## src/rtl/sw_debounce_filter_if.sv

```systemverilog
`default_nettype none
// ============================================================================
//  Module      : sw_debounce_filter_if
//  Description : Signal bundle between the raw slide-switch pins and the
//                debounced switch consumer.
//                  sw_in    - raw, asynchronous switch vector (into filter)
//                  sw_out   - debounced, registered switch vector
//                  sw_valid - one-cycle strobe on every sw_out update
//                  busy     - a candidate value is being qualified
//                The slave modport is the filter; the master modport is
//                whatever drives the pins and consumes the clean vector.
//  Revision    : 1.0 - initial release
// ============================================================================
interface sw_debounce_filter_if #(
    parameter int WIDTH = 3
);
    logic [WIDTH-1:0] sw_in;
    logic [WIDTH-1:0] sw_out;
    logic             sw_valid;
    logic             busy;

    modport slave (
        input  sw_in,
        output sw_out,
        output sw_valid,
        output busy
    );

    modport master (
        output sw_in,
        input  sw_out,
        input  sw_valid,
        input  busy
    );
endinterface
`default_nettype wire

```

## src/rtl/sw_debounce_filter.sv

```systemverilog
`default_nettype none
// ============================================================================
//  Module      : sw_debounce_filter
//  Description : Two-flop synchronizer followed by a whole-vector stability
//                filter for the slide-switch bus. A new switch code is only
//                accepted once it has been held unchanged for STABLE_CYCLES
//                clock cycles; acceptance is announced by a one-cycle
//                sw_valid strobe aligned with the new sw_out value.
//
//  Ports       : clk          - system clock
//                rst          - synchronous, active-high reset
//                bus.sw_in    - raw switch pins (asynchronous to clk)
//                bus.sw_out   - debounced switch vector (registered)
//                bus.sw_valid - one-cycle strobe after each sw_out update
//                bus.busy     - high while a candidate is being qualified
//
//  Parameters  : WIDTH         - number of switch bits
//                STABLE_CYCLES - hold time for acceptance, must be >= 2
//
//  Revision    : 1.0 - initial release
// ============================================================================
module sw_debounce_filter #(
    parameter int WIDTH         = 3,
    parameter int STABLE_CYCLES = 1_000_000
) (
    input  wire logic          clk,
    input  wire logic          rst,
    sw_debounce_filter_if.slave bus
);

    // ------------------------------------------------------------------------
    // Constants
    // ------------------------------------------------------------------------
    // The counter only ever reaches STABLE_CYCLES-1, so $clog2 bits suffice.
    localparam int                 c_CNT_W   = (STABLE_CYCLES > 2) ?
                                               $clog2(STABLE_CYCLES) : 1;
    localparam logic [c_CNT_W-1:0] c_CNT_MAX = c_CNT_W'(STABLE_CYCLES - 1);

    // ------------------------------------------------------------------------
    // State encoding
    // ------------------------------------------------------------------------
    typedef enum logic [0:0] {
        ST_STABLE = 1'b0,
        ST_WAIT   = 1'b1
    } state_t;

    // ------------------------------------------------------------------------
    // Registers
    // ------------------------------------------------------------------------
    logic [WIDTH-1:0]   r_s1;
    logic [WIDTH-1:0]   r_s2;
    state_t             r_state;
    logic [WIDTH-1:0]   r_cand;
    logic [c_CNT_W-1:0] r_cnt;
    logic [WIDTH-1:0]   r_sw_out;
    logic               r_sw_valid;

    // ------------------------------------------------------------------------
    // Next-state wires
    // ------------------------------------------------------------------------
    state_t             w_state_nxt;
    logic [WIDTH-1:0]   w_cand_nxt;
    logic [c_CNT_W-1:0] w_cnt_nxt;
    logic [WIDTH-1:0]   w_sw_out_nxt;
    logic               w_sw_valid_nxt;

    // ------------------------------------------------------------------------
    // Synchronizer: r_s1 may go metastable; only r_s2 feeds the filter.
    // ------------------------------------------------------------------------
    always_ff @(posedge clk) begin
        if (rst) begin
            r_s1 <= '0;
            r_s2 <= '0;
        end else begin
            r_s1 <= bus.sw_in;
            r_s2 <= r_s1;
        end
    end

    // ------------------------------------------------------------------------
    // Filter state register
    // ------------------------------------------------------------------------
    always_ff @(posedge clk) begin
        if (rst) begin
            r_state    <= ST_STABLE;
            r_cand     <= '0;
            r_cnt      <= '0;
            r_sw_out   <= '0;
            r_sw_valid <= 1'b0;
        end else begin
            r_state    <= w_state_nxt;
            r_cand     <= w_cand_nxt;
            r_cnt      <= w_cnt_nxt;
            r_sw_out   <= w_sw_out_nxt;
            r_sw_valid <= w_sw_valid_nxt;
        end
    end

    // ------------------------------------------------------------------------
    // Filter next-state logic
    // ------------------------------------------------------------------------
    always_comb begin
        w_state_nxt    = r_state;
        w_cand_nxt     = r_cand;
        w_cnt_nxt      = r_cnt;
        w_sw_out_nxt   = r_sw_out;
        w_sw_valid_nxt = 1'b0;

        case (r_state)
            ST_STABLE: begin
                if (r_s2 != r_sw_out) begin
                    w_state_nxt = ST_WAIT;
                    w_cand_nxt  = r_s2;
                    w_cnt_nxt   = '0;
                end
            end

            ST_WAIT: begin
                // Priority matters: a bounce back to the accepted code wins
                // over everything, then a different code restarts the count,
                // and only an unchanged candidate can mature.
                if (r_s2 == r_sw_out) begin
                    w_state_nxt = ST_STABLE;
                end else if (r_s2 != r_cand) begin
                    w_cand_nxt = r_s2;
                    w_cnt_nxt  = '0;
                end else if (r_cnt == c_CNT_MAX) begin
                    w_sw_out_nxt   = r_cand;
                    w_sw_valid_nxt = 1'b1;
                    w_state_nxt    = ST_STABLE;
                end else begin
                    w_cnt_nxt = r_cnt + 1'b1;
                end
            end

            default: begin
                w_state_nxt = ST_STABLE;
            end
        endcase
    end

    // ------------------------------------------------------------------------
    // Outputs
    // ------------------------------------------------------------------------
    assign bus.sw_out   = r_sw_out;
    assign bus.sw_valid = r_sw_valid;
    assign bus.busy     = (r_state == ST_WAIT);

endmodule
`default_nettype wire

```

## src/flat_wrapper.sv

```systemverilog
// flat-port wrapper written by rule: the top's interface ports become plain ports
module sw_debounce_filter_flat 
#(
    parameter int WIDTH         = 3,
    parameter int STABLE_CYCLES = 1_000_000
)
  (clk, rst, bus_sw_in, bus_sw_out, bus_sw_valid, bus_busy);
  sw_debounce_filter_if #(.WIDTH(WIDTH)) bus_i ();
  input  wire logic clk;
  input  wire logic rst;
  input wire logic [$bits(bus_i.sw_in)-1:0] bus_sw_in;
  output wire logic [$bits(bus_i.sw_out)-1:0] bus_sw_out;
  output wire logic [$bits(bus_i.sw_valid)-1:0] bus_sw_valid;
  output wire logic [$bits(bus_i.busy)-1:0] bus_busy;
  assign bus_i.sw_in = bus_sw_in;
  assign bus_sw_out = bus_i.sw_out;
  assign bus_sw_valid = bus_i.sw_valid;
  assign bus_busy = bus_i.busy;
  sw_debounce_filter #(.WIDTH(WIDTH), .STABLE_CYCLES(STABLE_CYCLES)) u_core (.clk(clk), .rst(rst), .bus(bus_i));
endmodule
```

## config.mk

```make
export PLATFORM = sky130hd
export DESIGN_NAME = sw_debounce_filter_flat
export DESIGN_NICKNAME = d
export VERILOG_FILES = /design/src/rtl/sw_debounce_filter_if.sv /design/src/rtl/sw_debounce_filter.sv /design/src/flat_wrapper.sv
export SDC_FILE = /design/constraint.sdc
export NUM_CORES = 1
export LEC_CHECK = 0
export CORE_ASPECT_RATIO = 1.25
export CORE_MARGIN = 10
export CORE_UTILIZATION = 55
export CTS_BUF_LIST = sky130_fd_sc_hd__clkbuf_4 sky130_fd_sc_hd__clkbuf_8
export DETAILED_ROUTE_END_ITERATION = 6
export GPL_TIMING_DRIVEN = 0
export PLACE_DENSITY_LB_ADDON = 0.08
export SLEW_MARGIN = 20
export SYNTH_ARGS = -nofsm -noshare
export SYNTH_HDL_FRONTEND = slang
export SYNTH_SLANG_ARGS = --single-unit
```

## constraint.sdc

```tcl
create_clock -name clk -period 2.7 [get_ports clk]
set_clock_uncertainty 0.05 [all_clocks]
set_input_delay 0.405 -clock clk [delete_from_list [all_inputs] [get_ports clk]]
set_output_delay 0.405 -clock clk [all_outputs]
set_load 0.05 [all_outputs]
```

==> impl_metrics.yaml <==
critical_path:
  end_kind: "register"
  required_ns: 2.92
  r2r-start: "u_core.r_cnt[0]"
  startpoint_type: "register"
  rr_worst_depth: 8
  r2r_slack_ns: 0.68
  r2r-end: "u_core.r_cnt[4]"
  path_class: "reg2reg"
  cp_data_arrival_time_ns: 2.24
  crit_fanout: 10
global_routing:
  grt_pass1_wl_um: 5885
  grt_max_degree: 11
  antenna_found_initial: 0
  grt.overflow.total: 0
  track_usage_pct: 13.93
  grt_pass1_vias: 1390
drt:
  post-route-drc-count: 0
  ant_nets: 0
  wire_per_inst_um: 14.90
  via_per_inst: 6.090
  dr.pass1.iters: 4
  vias: 1425
  wirelength_um: 3486
  first_iter_violations: 81
synth:
  yosysTopAreaCell: "dfxtp_1"
  avgSynthCellArea_um2: 8.670
  yosysUniqueCellTypes: 42
  synth_edf_count: 0
  ys_seq_area_share_pct: 42.67
  synth_flop_cell: "dfxtp_1"
  syn_nets: 190
  ys_top_cells_by_area: "dfxtp_1 (43%), a21oi_1 (5.3%), xnor2_1 (3.8%), nand2_1 (3.3%), nand3_1 (3.1%)"
  synth_top_area_share_pct: 42.67
  ys_seq_elements: 34
  syn-cell-area_um2: 1595
  yosys_warnings: 0
  async_reset_ff_share_pct: 0
  synthCells: 184
floorplanning:
  start_util_pct: 58.38
  dieHeight_um: 80.22
  die_area_um2: 5468
  die_w_um: 68.17
  rows: 21
  core_area_um2: 2733
  pin_count: 10
timing:
  finalSetupViolations: 0
  relSlewSlack_pct: 61.90
  slew_violations: 0
  worst-slew-pin-transition_ns: 0.5671
  fmaxAchievable_mhz: 494.4
  period_share_pct: 74.92
  rsz0062_at_grt: "false"
  finalSetupTns_ns: 0
  finalHoldViolations: 0
  min_period_ns: 2.023
job:
  maxCapViolations: 0
cts:
  clock-sinks: 34
  path_clk_slew_ns: 0.09
  cts_tree: "yes"
  holdBufCountCts: 0
  cts_buffers: 5
  cts_setup_buffers: 0
  insertion_delay_ns: 0.35
  ctsResizeCount: 0
  cts-root-buf: "clkbuf_4"
  clock_path_buffers: 2
  htree_levels: 2
pwr:
  p_int_mw: 0.7483
  power_mw: 0.9722
  powerDensity_nw_per_um2: 537.3
  p_clk_share_pct: 39.6
  sequentialPowerShare_pct: 52.7
  switching_share_pct: 23.03
  netSwitchingPower_mw: 0.2239
  vdd_drop_max_uv: 522.3
  leakagePower_nw: 0.5894
  combPwrFrac_pct: 7.7
finish:
  stdcell_count: 234
  area_growth_syn_to_layout_pct: 13.41
  area.sequential_um2: 680.7
  n_antenna_cell: 0
  layout_commonest_cell: "dfxtp_1"
  final_cell_mix: "dfxtp_1 (34), a21oi_1 (17), nand2_1 (14), nor2_1 (11)"
  multi_input_area_um2: 863.3
  nets: 206
  n_fill_cell: 245
  drive_above_1_share_pct: 8.000
min_path:
  worstHoldEndpoint: "u_core.r_s2[1]"
  hold_path.class: "reg2reg"
  min-delay-start: "u_core.r_s1[1]"
  min_path_cells: 1
place:
  dp_cells: 227
  routabilityCongestion: 0.8011
  port_buffers: 9
  place_hpwl_um: 2577
outcome:
  status: "finished clean"
==> registers in the layout, summed over array words and instances (netlist names) <==
signal and cells:
u_core.r_cnt 20, u_core.r_cand 3, u_core.r_s2 3, u_core.bus.busy 1, u_core.r_s1 3, u_core.bus.sw_valid 1, u_core.bus.sw_out 3
==> layout make-up <==
type                            instances  area share [%]
Clock inverter                          1           1.660
Clock buffer                            6           2.835
Inverter                                2          0.4149
Multi-Input combinational cell        138           47.72
Sequential cell                        34           37.62
Timing Repair Buffer                    9           4.979
Buffer                                 10           2.420
Tap cell                               34           2.351
==> power groups by stage <==
stage | registers (mW) | logic (mW) | clock network (mW)
finish | 0.512 | 0.0750 | 0.385
global route | 0.513 | 0.0822 | 0.413
CTS | 0.512 | 0.0747 | 0.392
detailed placement | 0.524 | 0.0745 | 0
global placement | 0.524 | 0.0724 | 0
floorplan | 0.526 | 0.0464 | 0
==> cells in the mapped netlist (2+ instances only) <==
library cell	n
inv_1	2
and3_1	3
and2_1	2
nor2_1	11
mux2i_1	4
xor2_1	4
xnor2_1	7
nand2_1	14
o211ai_1	2
dfxtp_1	34
nand3_1	10
a21oi_1	17
a31oi_1	3
or3_1	4
nor3_1	10
nand4_1	5
buf_2	2
nor2b_1	6
or4_1	4
o21ai_0	8
nand4_2	2
clkbuf_1	7
nor4b_1	2
o31ai_1	2
nor3b_1	2
==> cells by family (layout without fill, tap and decap cells) <==
kind of cell | after synthesis | after routing | synth area share (%)
compound gates | 40 | 40 | 14.90
xor+xnor | 11 | 11 | 6.039
fa+ha+maj | 1 | 1 | 0.7842
buf+inv | 12 | 28 | 3.216
flops | 34 | 34 | 42.67
mux | 4 | 4 | 2.510
simple gates | 82 | 82 | 29.88
==> per-layer routing <==
layer	routed length, um	track usage, %	part of all wire [%]	vias up
li1	-	-	-	708
met1	1459	14.75	42	678
met2	1791	23.13	51	32
met3	165	6.389	4.7	7
met4	70	5.645	2.0	0
met5	0	0	0	-
==> worst max-delay path: stages, from the launching register on <==
cell and delay (ns):
dfxtp_1 0.38, ha_1 0.24, nand2_1 0.06, or2_2 0.27, buf_2 0.18, o21ai_2 0.31
buf_4 0.24, o21ai_0 0.10, a21oi_1 0.13
==> worst max-delay path by stage <==
stage,start,to,slack (ns),depth (start not counted)
final,u_core.r_cnt[0],u_core.r_cnt[4],0.68,8
after global placement,u_core.r_cnt[7],u_core.r_cnt[0],0.71,6
after floorplan,u_core.bus.sw_out[1],u_core.bus.sw_out[2],0.73,6
after detailed placement,u_core.r_cnt[0],u_core.r_cnt[4],0.68,8
after CTS,u_core.r_cnt[0],u_core.r_cnt[4],0.65,8
after global routing,u_core.r_cnt[6],u_core.r_cnt[16],0.50,6
==> metrics by stage <==
step           util, %  setup WS [ns]  hold slack [ns]  cell area, um^2
2_1_floorplan        -         0.7344           0.3638             1595
3_3_place_gp     63.23         0.7120           0.3733             1728
3_5_place_dp     63.23         0.6824           0.3844             1728
4_1_cts          66.21         0.6496           0.4081             1809
5_1_grt          66.21         0.4950           0.4135             1809
6_report         66.21         0.6773           0.4044             1809
Note: power is estimated with default switching activity, not from simulation.
